[src/rtl/mux24_pkg.sv]
`default_nettype none
// ============================================================================
// Module   : mux24_pkg
// Purpose  : Shared constants and sequencer state type for the mux24 path.
// Revision : 1.0 - initial release
// ============================================================================
package mux24_pkg;

    localparam int SEL_W  = 4;
    localparam int DATA_W = 16;

    typedef enum logic [0:0] {
        IDLE  = 1'b0,
        SHIFT = 1'b1
    } seq_state_t;

endpackage
`default_nettype wire

[src/rtl/mux24_sel_seq.sv]
`default_nettype none
// ============================================================================
// Module   : mux24_sel_seq
// Purpose  : Loads a word onto mux24 and steps its select to emit a bit stream.
// Revision : 1.0 - initial release
// ============================================================================
module mux24_sel_seq #(
    parameter int SEL_W     = 4,
    parameter int MSB_FIRST = 0
) (
    input  logic                  clk,
    input  logic                  rst,
    input  logic [(2**SEL_W)-1:0] in_data,
    input  logic [SEL_W-1:0]      in_len,
    input  logic                  in_valid,
    output logic                  in_ready,
    output logic [(2**SEL_W)-1:0] mux_in,
    output logic [SEL_W-1:0]      mux_sel,
    input  logic                  mux_out,
    output logic                  bit_out,
    output logic                  bit_valid,
    input  logic                  bit_ready,
    output logic                  bit_last,
    output logic                  busy
);

    import mux24_pkg::*;

    seq_state_t            r_state;
    seq_state_t            w_state_nxt;
    logic [(2**SEL_W)-1:0] r_mux_in;
    logic [SEL_W-1:0]      r_mux_sel;
    logic [SEL_W-1:0]      r_cnt;
    logic [SEL_W-1:0]      r_len;
    logic [SEL_W-1:0]      w_first_sel;
    logic [SEL_W-1:0]      w_next_sel;
    logic                  w_accept;
    logic                  w_take;

    // Serial order only changes where the select starts and which way it walks.
    if (MSB_FIRST != 0) begin : g_msb_first
        assign w_first_sel = in_len;
        assign w_next_sel  = r_mux_sel - 1'b1;
    end else begin : g_lsb_first
        assign w_first_sel = '0;
        assign w_next_sel  = r_mux_sel + 1'b1;
    end

    always_ff @(posedge clk) begin
        if (rst) begin
            r_state <= IDLE;
        end else begin
            r_state <= w_state_nxt;
        end
    end

    always_comb begin
        w_state_nxt = r_state;
        in_ready    = 1'b0;
        bit_valid   = 1'b0;
        bit_last    = 1'b0;
        busy        = 1'b0;
        if (!rst) begin
            case (r_state)
                IDLE: begin
                    in_ready = 1'b1;
                end
                SHIFT: begin
                    bit_valid = 1'b1;
                    busy      = 1'b1;
                    bit_last  = (r_cnt == r_len);
                    // Next word may load on the last beat so the stream has no bubble.
                    in_ready  = (r_cnt == r_len) && bit_ready;
                end
                default: begin
                    w_state_nxt = IDLE;
                end
            endcase
        end
        w_accept = in_valid && in_ready;
        w_take   = bit_valid && bit_ready;
        if (w_accept) begin
            w_state_nxt = SHIFT;
        end else if (w_take && bit_last) begin
            w_state_nxt = IDLE;
        end
    end

    always_ff @(posedge clk) begin
        if (rst) begin
            r_mux_in  <= '0;
            r_mux_sel <= '0;
            r_cnt     <= '0;
            r_len     <= '0;
        end else if (w_accept) begin
            r_mux_in  <= in_data;
            r_len     <= in_len;
            r_cnt     <= '0;
            r_mux_sel <= w_first_sel;
        end else if (w_take && !bit_last) begin
            r_cnt     <= r_cnt + 1'b1;
            r_mux_sel <= w_next_sel;
        end
    end

    assign mux_in  = r_mux_in;
    assign mux_sel = r_mux_sel;
    assign bit_out = mux_out;

endmodule
`default_nettype wire

[config.mk]
export PLATFORM = sky130hd
export DESIGN_NAME = mux24_sel_seq
export DESIGN_NICKNAME = d
export VERILOG_FILES = /design/src/rtl/mux24_pkg.sv /design/src/rtl/mux24_sel_seq.sv
export SDC_FILE = /design/constraint.sdc
export NUM_CORES = 1
export LEC_CHECK = 0
export ABC_AREA = 1
export CAP_MARGIN = 5
export CORE_MARGIN = 4
export CORE_UTILIZATION = 38
export DETAILED_ROUTE_END_ITERATION = 8
export DONT_BUFFER_PORTS = 1
export PLACE_DENSITY = 0.52
export SYNTH_ARGS = -nofsm -noshare
export SYNTH_HDL_FRONTEND = slang
export SYNTH_SLANG_ARGS = --single-unit
[constraint.sdc]
create_clock -name clk -period 2.5 [get_ports clk]
set_input_delay 0.25 -clock clk [delete_from_list [all_inputs] [get_ports clk]]
set_output_delay 0.25 -clock clk [all_outputs]
set_load 0.02 [all_outputs]
==> metrics.cfg, run 1 <==
[outcome]
status = completed

[place]
dp_cells = 214
dp_hpwl_um = 2124
portBuffers = 0
routabilityCongestion = 0.7316
place_ws_ns = 0.7432

[critical_path]
cpPeakStageDelay_ns = 0.52
path_delay_family = simple AND/OR/NAND/NOR gates
cp.required_ns = 2.25
startpoint_type = register
critPathKind = register to output port
r2r-start = r_cnt[1]
arrival_ns = 1.71
slowest_stage = nor3_1
path_buf_inv = 1
path_common_cell = nand2_1
cp_max_fo = 6
path_cells = inv_1 > nand2_1 > nand2_1 > nor2_2 > nand2_2 > nor3_1
startpoint = r_cnt[1]
end_kind = output port

[floorplan]
die_w_um = 69.88
core_mm2 = 0.003689
pin_count = 50
die_area_mm2 = 0.004883
rows = 22
start_util_pct = 39.45
die_h_um = 69.88

[power]
intPower_uw = 743.7
p_per_area_mw_per_mm2 = 676.6
p_sw_uw = 285.0
swShare_pct = 27.70
p_leak_uw = 0.0006455
p_clk_share_pct = 36.9
p_comb_share_pct = 10.5
seqPwrFrac_pct = 52.6
peakVddDrop_mv = 0.2830

[grt]
grt_overflow_total = 0
grt_max_degree = 23
grt_pass1_wl_um = 4850
antenna_found_initial = 0
first_global_vias = 1050
globalRouteTotalUtil_pct = 12.55

[sta]
finalCritPeriodShare_pct = 78.43
finalHoldViolCount = 0
fmax_mhz = 510.0
relSlewSlack_pct = 52.08
setup_viol = 0
period_minus_slack_ns = 1.961
rsz0062_at_grt = no
fin_ws_ns = 0.5392
holdWs_ns = 0.04373
setup_tns_ns = 0
drv_slew = 0
tightest_slew_ns = 0.7161
fin_skew_ns = 0.002336

[synth]
yosysMostFrequentCell = nand2_1
yosysTopAreaCellShare_pct = 39.90
synth_flop_cell = dfxtp_1
synthTopCellsByCount = nand2_1, dfxtp_1, nand3_1, nand3_2, inv_1
synthCells = 176
synth_edf_count = 0
synth_area_leader_cell = dfxtp_1
synth.avg_cell_area_um2 = 8.268
synthDistinctLibCells = 25
ys_ff_latch = 29
syn_nets = 203
synth_area_mm2 = 0.001455
ys_top_cells_by_area = dfxtp_1, nand3_2, nand2_1, nand3_1, buf_6
ys_seq_area_share_pct = 39.90
asyncSetResetFlopFracSynth_pct = 0
synth-warning-count = 0

[clock_network]
cts_buffer_depth = 2
post_cts_resized = 0
cts_max_level = 2
cts_tree = built
root_buffer = clkbuf_8
cts_setup_buffers = 0
cts.clk_slew.worst_paths_ns = 0.06
clock_latency_ns = 0.27
holdBufCountCts = 0
cts_made_buffers = 5
cts_num_sinks = 29

[worst_hold_path]
hold_class = primary input to register
hp-start = rst

[final_layout]
num_antenna_cells = 0
layoutNonFillerInstCount = 221
syn_to_final_growth_pct = 4.471
drive_gt1_share_pct = 22.54
nets = 200

[drt]
first_pass_iters = 4
drt_iter0_drc = 48
detail_route.wirelength_um = 2879
via_count = 1078
vias_per_cell = 4.878
wl_per_cell_um = 13.03
drcViolationCount = 0
ant_nets = 0

[flow_run]
max-cap-violations = 0

-- state kept, by name, summed over array words and instances (netlist names) --
| register | cells |
|---|---|
| mux_in | 16 |
| mux_sel | 4 |
| r_cnt | 4 |
| r_len | 4 |
| r_state | 1 |
-- area by class of cell --
cell class / count / area, um^2
clock buffers: 7 / 86.33
fillers: 393 / 2168
inverters: 17 / 63.81
multi-input cells: 119 / 721.9
flip-flops and latches: 29 / 580.6
well taps: 48 / 60.06
repair buffers: 1 / 7.507
-- routing by layer --
layer	share of wire, %	vias up	track usage (%)
met5	0	-	0
met4	1.8	0	5.745
met3	9.7	5	6.475
met2	47	33	19.52
met1	41	489	14.25
li1	-	551	-
-- stage by stage --
stage | instance area, um^2 | total power (uW) | utilization (%)
2_1_floorplan | 1455 | 657.9 | -
3_3_place_gp | 1434 | 659.4 | 38.87
3_5_place_dp | 1434 | 663.7 | 38.87
4_1_cts | 1520 | 1044 | 41.21
5_1_grt | 1520 | 1082 | 41.21
6_report | 1520 | 1029 | 41.21
-- kinds of logic after synthesis --
logic type / Yosys count / synth area share (%)
AOI/OAI and AO/OA: 4 / 2.150
xor gates and xnor gates: 6 / 3.612
adders and majority gates: 2 / 1.719
buffers and inverters: 28 / 10.49
DFF: 29 / 39.90
and+or+nand+nor: 107 / 42.13
-- worst paths after layout --
check	endpoint	slack [ns]	cells after the start
worst min-delay path	r_state	0.04	1
worst min register to register	r_len[1]	0.48	2
worst max register to register	mux_in[10]	0.77	8
worst max-delay path	bit_last	0.54	6
-- power by group through the flow --
stage	Clock, uW	Combinational, uW	Sequential (uW)
CTS	391	111	542
finish	379	108	541
global route	414	121	546
floorplan	0	112	546
global placement	0	108	552
detailed placement	0	111	553
-- layout by cell type, fill, tap and decap left out, types with 2 or more instances in the layout --
master and count:
nand3_2 19, o21ai_1 2, nand2_2 4, xnor2_1 3
nor2_1 9, ha_1 2, nand3_1 27, dfxtp_1 29
inv_1 14, nand2_1 41, xor2_1 3, nand3_4 2
clkbuf_8 6, inv_2 3
Note: power is estimated with default switching activity, not from simulation.
==> inputs of run 2 (changes only) <==
Settings changed: PLACE_DENSITY 0.52 to 0.54.
Clock period 2.5 ns to 1.65 ns, I/O delays scaled along.
==> run 2 against run 1 <==
Die area unchanged. Critical path type unchanged. Clock power grew 50%. Routed wire length grew 6.9%. Clock skew rose by 0.00061 ns. Non-clock buffer count up 11. Core utilization is 4.5 points higher. Critical path depth up 1. First-iteration DRC count shrank 6.3%.
==> metrics.cfg, run 2 (synthesis results as in run 1) <==
[drt]
detail_route.wirelength_um = 3079  ; +6.9%
drt_iter0_drc = 45  ; -6.3%
ant_nets = 0  ; unchanged
via_count = 1131  ; +4.9%
vias_per_cell = 4.875  ; about the same
first_pass_iters = 3  ; -1
drcViolationCount = 0  ; unchanged
wl_per_cell_um = 13.27  ; +1.9%

[final_layout]
nets = 211  ; +5.5%
largest_reg_flops = 16  ; unchanged
most-common-layout-cells = nand2_1, nand3_1, dfxtp_1
num_antenna_cells = 0  ; unchanged
final_common_cell = nand2_1
fillers = 380  ; -3.3%
finalInstanceArea_mm2 = 0.001685  ; +11%
layoutNonFillerInstCount = 232  ; +5.0%
finish.utilization_pct = 45.69  ; +4.5 points
drive_gt1_share_pct = 31.52  ; +9.0 points
syn_to_final_growth_pct = 15.82

[sta]
drv_slew = 0  ; unchanged
fmax_mhz = 619.5
setup_viol = 0  ; unchanged
finalCritPeriodShare_pct = 97.83
fin_skew_ns = 0.002947  ; +0.0006107 ns
finalHoldViolCount = 0  ; unchanged
fin_ws_ns = 0.03578  ; -0.5034 ns
tightest_slew_ns = 0.3198  ; -0.3964 ns
rsz0062_at_grt = yes
relSlewSlack_pct = 78.65  ; +27 points
holdWs_ns = 0.02755  ; -0.01618 ns
period_minus_slack_ns = 1.614

[critical_path]
critPathKind = register to output port
startpoint_type = register
cp_max_fo = 6  ; unchanged
cp.required_ns = 1.48  ; -0.77 ns
arrival_ns = 1.45  ; -0.26 ns
end_kind = output port

[place]
postPlaceCellArea_mm2 = 0.001484  ; +3.5%
dp_hpwl_um = 2185  ; +2.9%
routabilityCongestion = 0.7552  ; +3.2%
dp_cells = 219  ; +2.3%
place_ws_ns = 0.06673  ; -0.6765 ns
portBuffers = 0  ; unchanged

[power]
p_comb_share_pct = 14.0  ; +3.5 points
p_sw_uw = 445.0  ; +56%
intPower_uw = 1170  ; +57%
peakVddDrop_mv = 0.4572  ; +62%
p_per_area_mw_per_mm2 = 958.1  ; +42%
seqPwrFrac_pct = 50.7  ; -1.9 points
p_clk_share_pct = 35.3  ; -1.6 points
swShare_pct = 27.56  ; -0.15 points
p_leak_uw = 0.0007253  ; +12%

[floorplan]
start_util_pct = 39.45  ; unchanged
rows = 22  ; unchanged
die_w_um = 69.88  ; unchanged
die_area_mm2 = 0.004883  ; unchanged
die_h_um = 69.88  ; unchanged
pin_count = 50  ; unchanged
core_mm2 = 0.003689  ; unchanged

[clock_network]
cts_made_buffers = 5  ; unchanged
clock_latency_ns = 0.27  ; about the same
cts.clk_slew.worst_paths_ns = 0.06  ; about the same
cts_num_sinks = 29  ; unchanged
root_buffer = clkbuf_8
cts_buffer_depth = 2  ; unchanged
cts_tree = built
cts_max_level = 2  ; unchanged

[grt]
use_met1_pct = 12.95  ; -1.3 points
top_usage_layer = met2
first_global_vias = 1090  ; +3.8%
grt_max_degree = 23  ; unchanged
grt_overflow_total = 0  ; unchanged
use_met3_pct = 5.755  ; -0.72 points
globalRouteTotalUtil_pct = 12.32  ; -0.23 points
use_met2_pct = 21.41  ; +1.9 points
antenna_found_initial = 0  ; unchanged
grt_pass1_wl_um = 4836  ; -0.29%

[outcome]
status = completed

[worst_hold_path]
hold_class = primary input to register

[flow_run]
max-cap-violations = 0  ; unchanged

==> run 2: cell type report <==
cell class                      instances  area (um^2)  area share (%)
Clock buffer                            7        86.33           5.122
Multi-Input combinational cell        119        742.0           44.02
Sequential cell                        29        593.1           35.19
Tap cell                               48        60.06           3.563
Timing Repair Buffer                   12        140.1           8.315
Inverter                               17        63.81           3.786
==> run 2: stage by stage <==
step,TNS [ns],power (uW)
2_1_floorplan,0,996.8
3_3_place_gp,0,1017
3_5_place_dp,0,1022
4_1_cts,0,1607
5_1_grt,-0.05194,1700
6_report,0,1615
==> run 2: layer usage <==
layer	up-vias	routed length, um
li1	577	-
met1	522	1207
met2	30	1607
met3	2	240
met4	0	23
met5	-	0
==> run 2: worst paths after layout <==
kind,cells after the start,start,endpoint,slack [ns]
min,2,in_valid,r_state,0.03
max,7,r_len[2],in_ready,0.04
max reg2reg,10,r_len[2],mux_in[2],0.16
min reg2reg,2,r_len[0],r_len[0],0.47
==> run 2: power by group through the flow <==
stage	clock network [uW]	registers, uW	logic, uW
after floorplan	0	827	170
after global placement	0	837	180
after detailed placement	0	838	184
after CTS	595	822	190
after global routing	625	825	251
final	569	819	227
==> run 2: what timing repair did <==
item | in CTS | in global routing
pin swaps | 0 | 4
cloned | 0 | 2
endpoints found under the hold margin | 1 | 0
gates resized for setup | 3 | 10
endpoints found under the setup margin | 2 | 2
buffers inserted | 0 | 3
hold buffers | 1 | 0
==> run 2: worst max-delay path, stage by stage, from the launching register on <==
cell and delay [ns]:
dfxtp_1 0.36, inv_1 0.06, nand2_1 0.07, nand2_2 0.07, nor2_4 0.16, nand3_4 0.10, a21oi_4 0.21, buf_12 0.15
==> inputs of run 3 (changes only) <==
Settings changed: CORE_ASPECT_RATIO from default to 0.9.
==> run 3 against run 2 <==
Sequential share of layout area decreased by 1.1 points. Flip-flop and latch count unchanged. Register-to-register slack about the same. Design area increased by 4.0%. Sequential power about the same. Count of clock-buffer cells in the layout unchanged. Non-clock buffer count increased by 4. Die area about the same.
==> metrics.cfg, run 3 (synthesis results as in run 1) <==
[place]
dp_hpwl_um = 2107  ; -3.6%
dp_cells = 217  ; -0.91%
routabilityCongestion = 0.8332  ; +10%
postPlaceCellArea_mm2 = 0.001481  ; -0.17%
portBuffers = 0  ; unchanged

[clock_network]
root_buffer = clkbuf_8
clock_latency_ns = 0.28  ; about the same
cts.clk_slew.worst_paths_ns = 0.06  ; about the same
cts_buffer_depth = 2  ; unchanged
cts_num_sinks = 29  ; unchanged
cts_tree = built
cts_max_level = 2  ; unchanged
cts_made_buffers = 5  ; unchanged

[drt]
via_count = 1144  ; +1.1%
vias_per_cell = 4.868  ; -0.14%
wl_per_cell_um = 13.59  ; +2.4%
detail_route.wirelength_um = 3194  ; +3.7%
first_pass_iters = 4  ; +1
drcViolationCount = 0  ; unchanged
drt_iter0_drc = 35  ; -22%
ant_nets = 0  ; unchanged

[critical_path]
startpoint_type = register
worst_r2r_path_depth = 10  ; unchanged
arrival_ns = 1.45  ; about the same
critPathKind = register to output port
cp.required_ns = 1.48  ; about the same
end_kind = output port
cp_max_fo = 6  ; unchanged

[outcome]
status = completed

[sta]
period_minus_slack_ns = 1.610  ; -0.004202 ns
finalCritPeriodShare_pct = 97.58  ; -0.25 points
fin_skew_ns = 0.002457  ; -0.0004896 ns
drv_slew = 0  ; unchanged
setup_viol = 0  ; unchanged
relSlewSlack_pct = 78.98  ; +0.33 points
fmax_mhz = 621.1  ; +0.26%
tightest_slew_ns = 0.3148  ; -0.004943 ns
setup_tns_ns = 0  ; unchanged
finalHoldViolCount = 0  ; unchanged

[final_layout]
largest_reg_flops = 16  ; unchanged
drive_gt1_share_pct = 36.51  ; +5.0 points
layoutNonFillerInstCount = 235  ; +1.3%
num_antenna_cells = 0  ; unchanged
most-common-layout-cells = nand2_1, nand3_1, dfxtp_1
nets = 215  ; +1.9%
fillers = 367  ; -3.4%
finalInstanceArea_mm2 = 0.001753  ; +4.0%
syn_to_final_growth_pct = 20.46
final_common_cell = nand2_1

[grt]
grt_max_degree = 23  ; unchanged
antenna_found_initial = 0  ; unchanged
grt_pass1_wl_um = 4712  ; -2.6%
first_global_vias = 1068  ; -2.0%
globalRouteTotalUtil_pct = 12.64  ; +0.31 points
grt_overflow_total = 0  ; unchanged

[worst_hold_path]
hold_class = primary input to register
worstHoldPathCells = 2  ; unchanged

[floorplan]
core_mm2 = 0.003705  ; +0.44%
pin_count = 50  ; unchanged
rows = 21  ; -4.5%
start_util_pct = 39.28  ; -0.17 points
die_area_mm2 = 0.004885  ; about the same
die_h_um = 66.71  ; -4.5%
die_w_um = 73.23  ; +4.8%

[power]
p_leak_uw = 0.0007610  ; +4.9%
p_per_area_mw_per_mm2 = 1031  ; +7.6%
peakVddDrop_mv = 0.4762  ; +4.2%

[flow_run]
max-cap-violations = 0  ; unchanged

## run 3: changes by cell type in the layout (fill, tap and decap cells not counted), sizes merged
cell    delta
buf        +4
bufinv     +1
## run 3: repair_timing
action / in CTS / in global routing
cloned: 0 / 2
buffers inserted: 0 / 7
resized for setup: 3 / 17
endpoints found under the hold margin: 1 / 0
endpoints found under the setup margin: 2 / 2
pin swaps: 0 / 6
hold buffers: 1 / 0
## run 3: path summary, 6_finish.rpt
path,start,end,slack (ns)
min,in_data[10],mux_in[10],0.02
max,r_len[0],in_ready,0.04
min reg2reg,r_len[0],r_len[0],0.47
max reg2reg,r_len[0],mux_in[2],0.17
## run 3: final cells by class
class | instances | area, um^2 | area share (%)
multi-input cells | 119 | 747.0 | 42.61
flip-flops and latches | 29 | 598.1 | 34.12
repair buffers | 16 | 170.2 | 9.707
clock buffers | 7 | 86.33 | 4.925
inverters | 17 | 63.81 | 3.640
well taps | 46 | 57.56 | 3.283
clock inverters | 1 | 30.03 | 1.713
## run 3: power by group
part | internal [uW] | switching (uW) | leakage, uW
Combinational | 103 | 132 | 0.000460
Clock | 492 | 263 | 0.0000585
Sequential | 741 | 76.5 | 0.000242
Total | 1330 | 472 | 0.000761
## run 3: through the flow
step,hold slack (ns),utilization (%),worst slack [ns],total power [uW]
after floorplan,0.2341,-,0.2124,996.8
after global placement,0.2411,39.99,0.1628,1015
after detailed placement,0.2457,39.99,0.1199,1020
after CTS,0.01662,43.50,0.006107,1782
after global routing,0.02273,47.32,-0.03691,1882
final,0.02437,47.32,0.03999,1807
## run 3: routing by layer
metal / up-vias / GRT usage (%) / part of all wire [%]
li1: 587 / - / -
met1: 524 / 14.94 / 43
met2: 28 / 20.31 / 50
met3: 5 / 4.676 / 6.2
met4: 0 / 5.530 / 0.97
met5: - / 0 / 0
## run 3: worst max-delay path, cell delays in order (launching register included)
cell and delay, ns:
dfxtp_2 0.35, inv_1 0.04, nand2_1 0.07, nand2_2 0.07, nor2_4 0.16, nand3_4 0.10, a21oi_4 0.21, buf_12 0.16
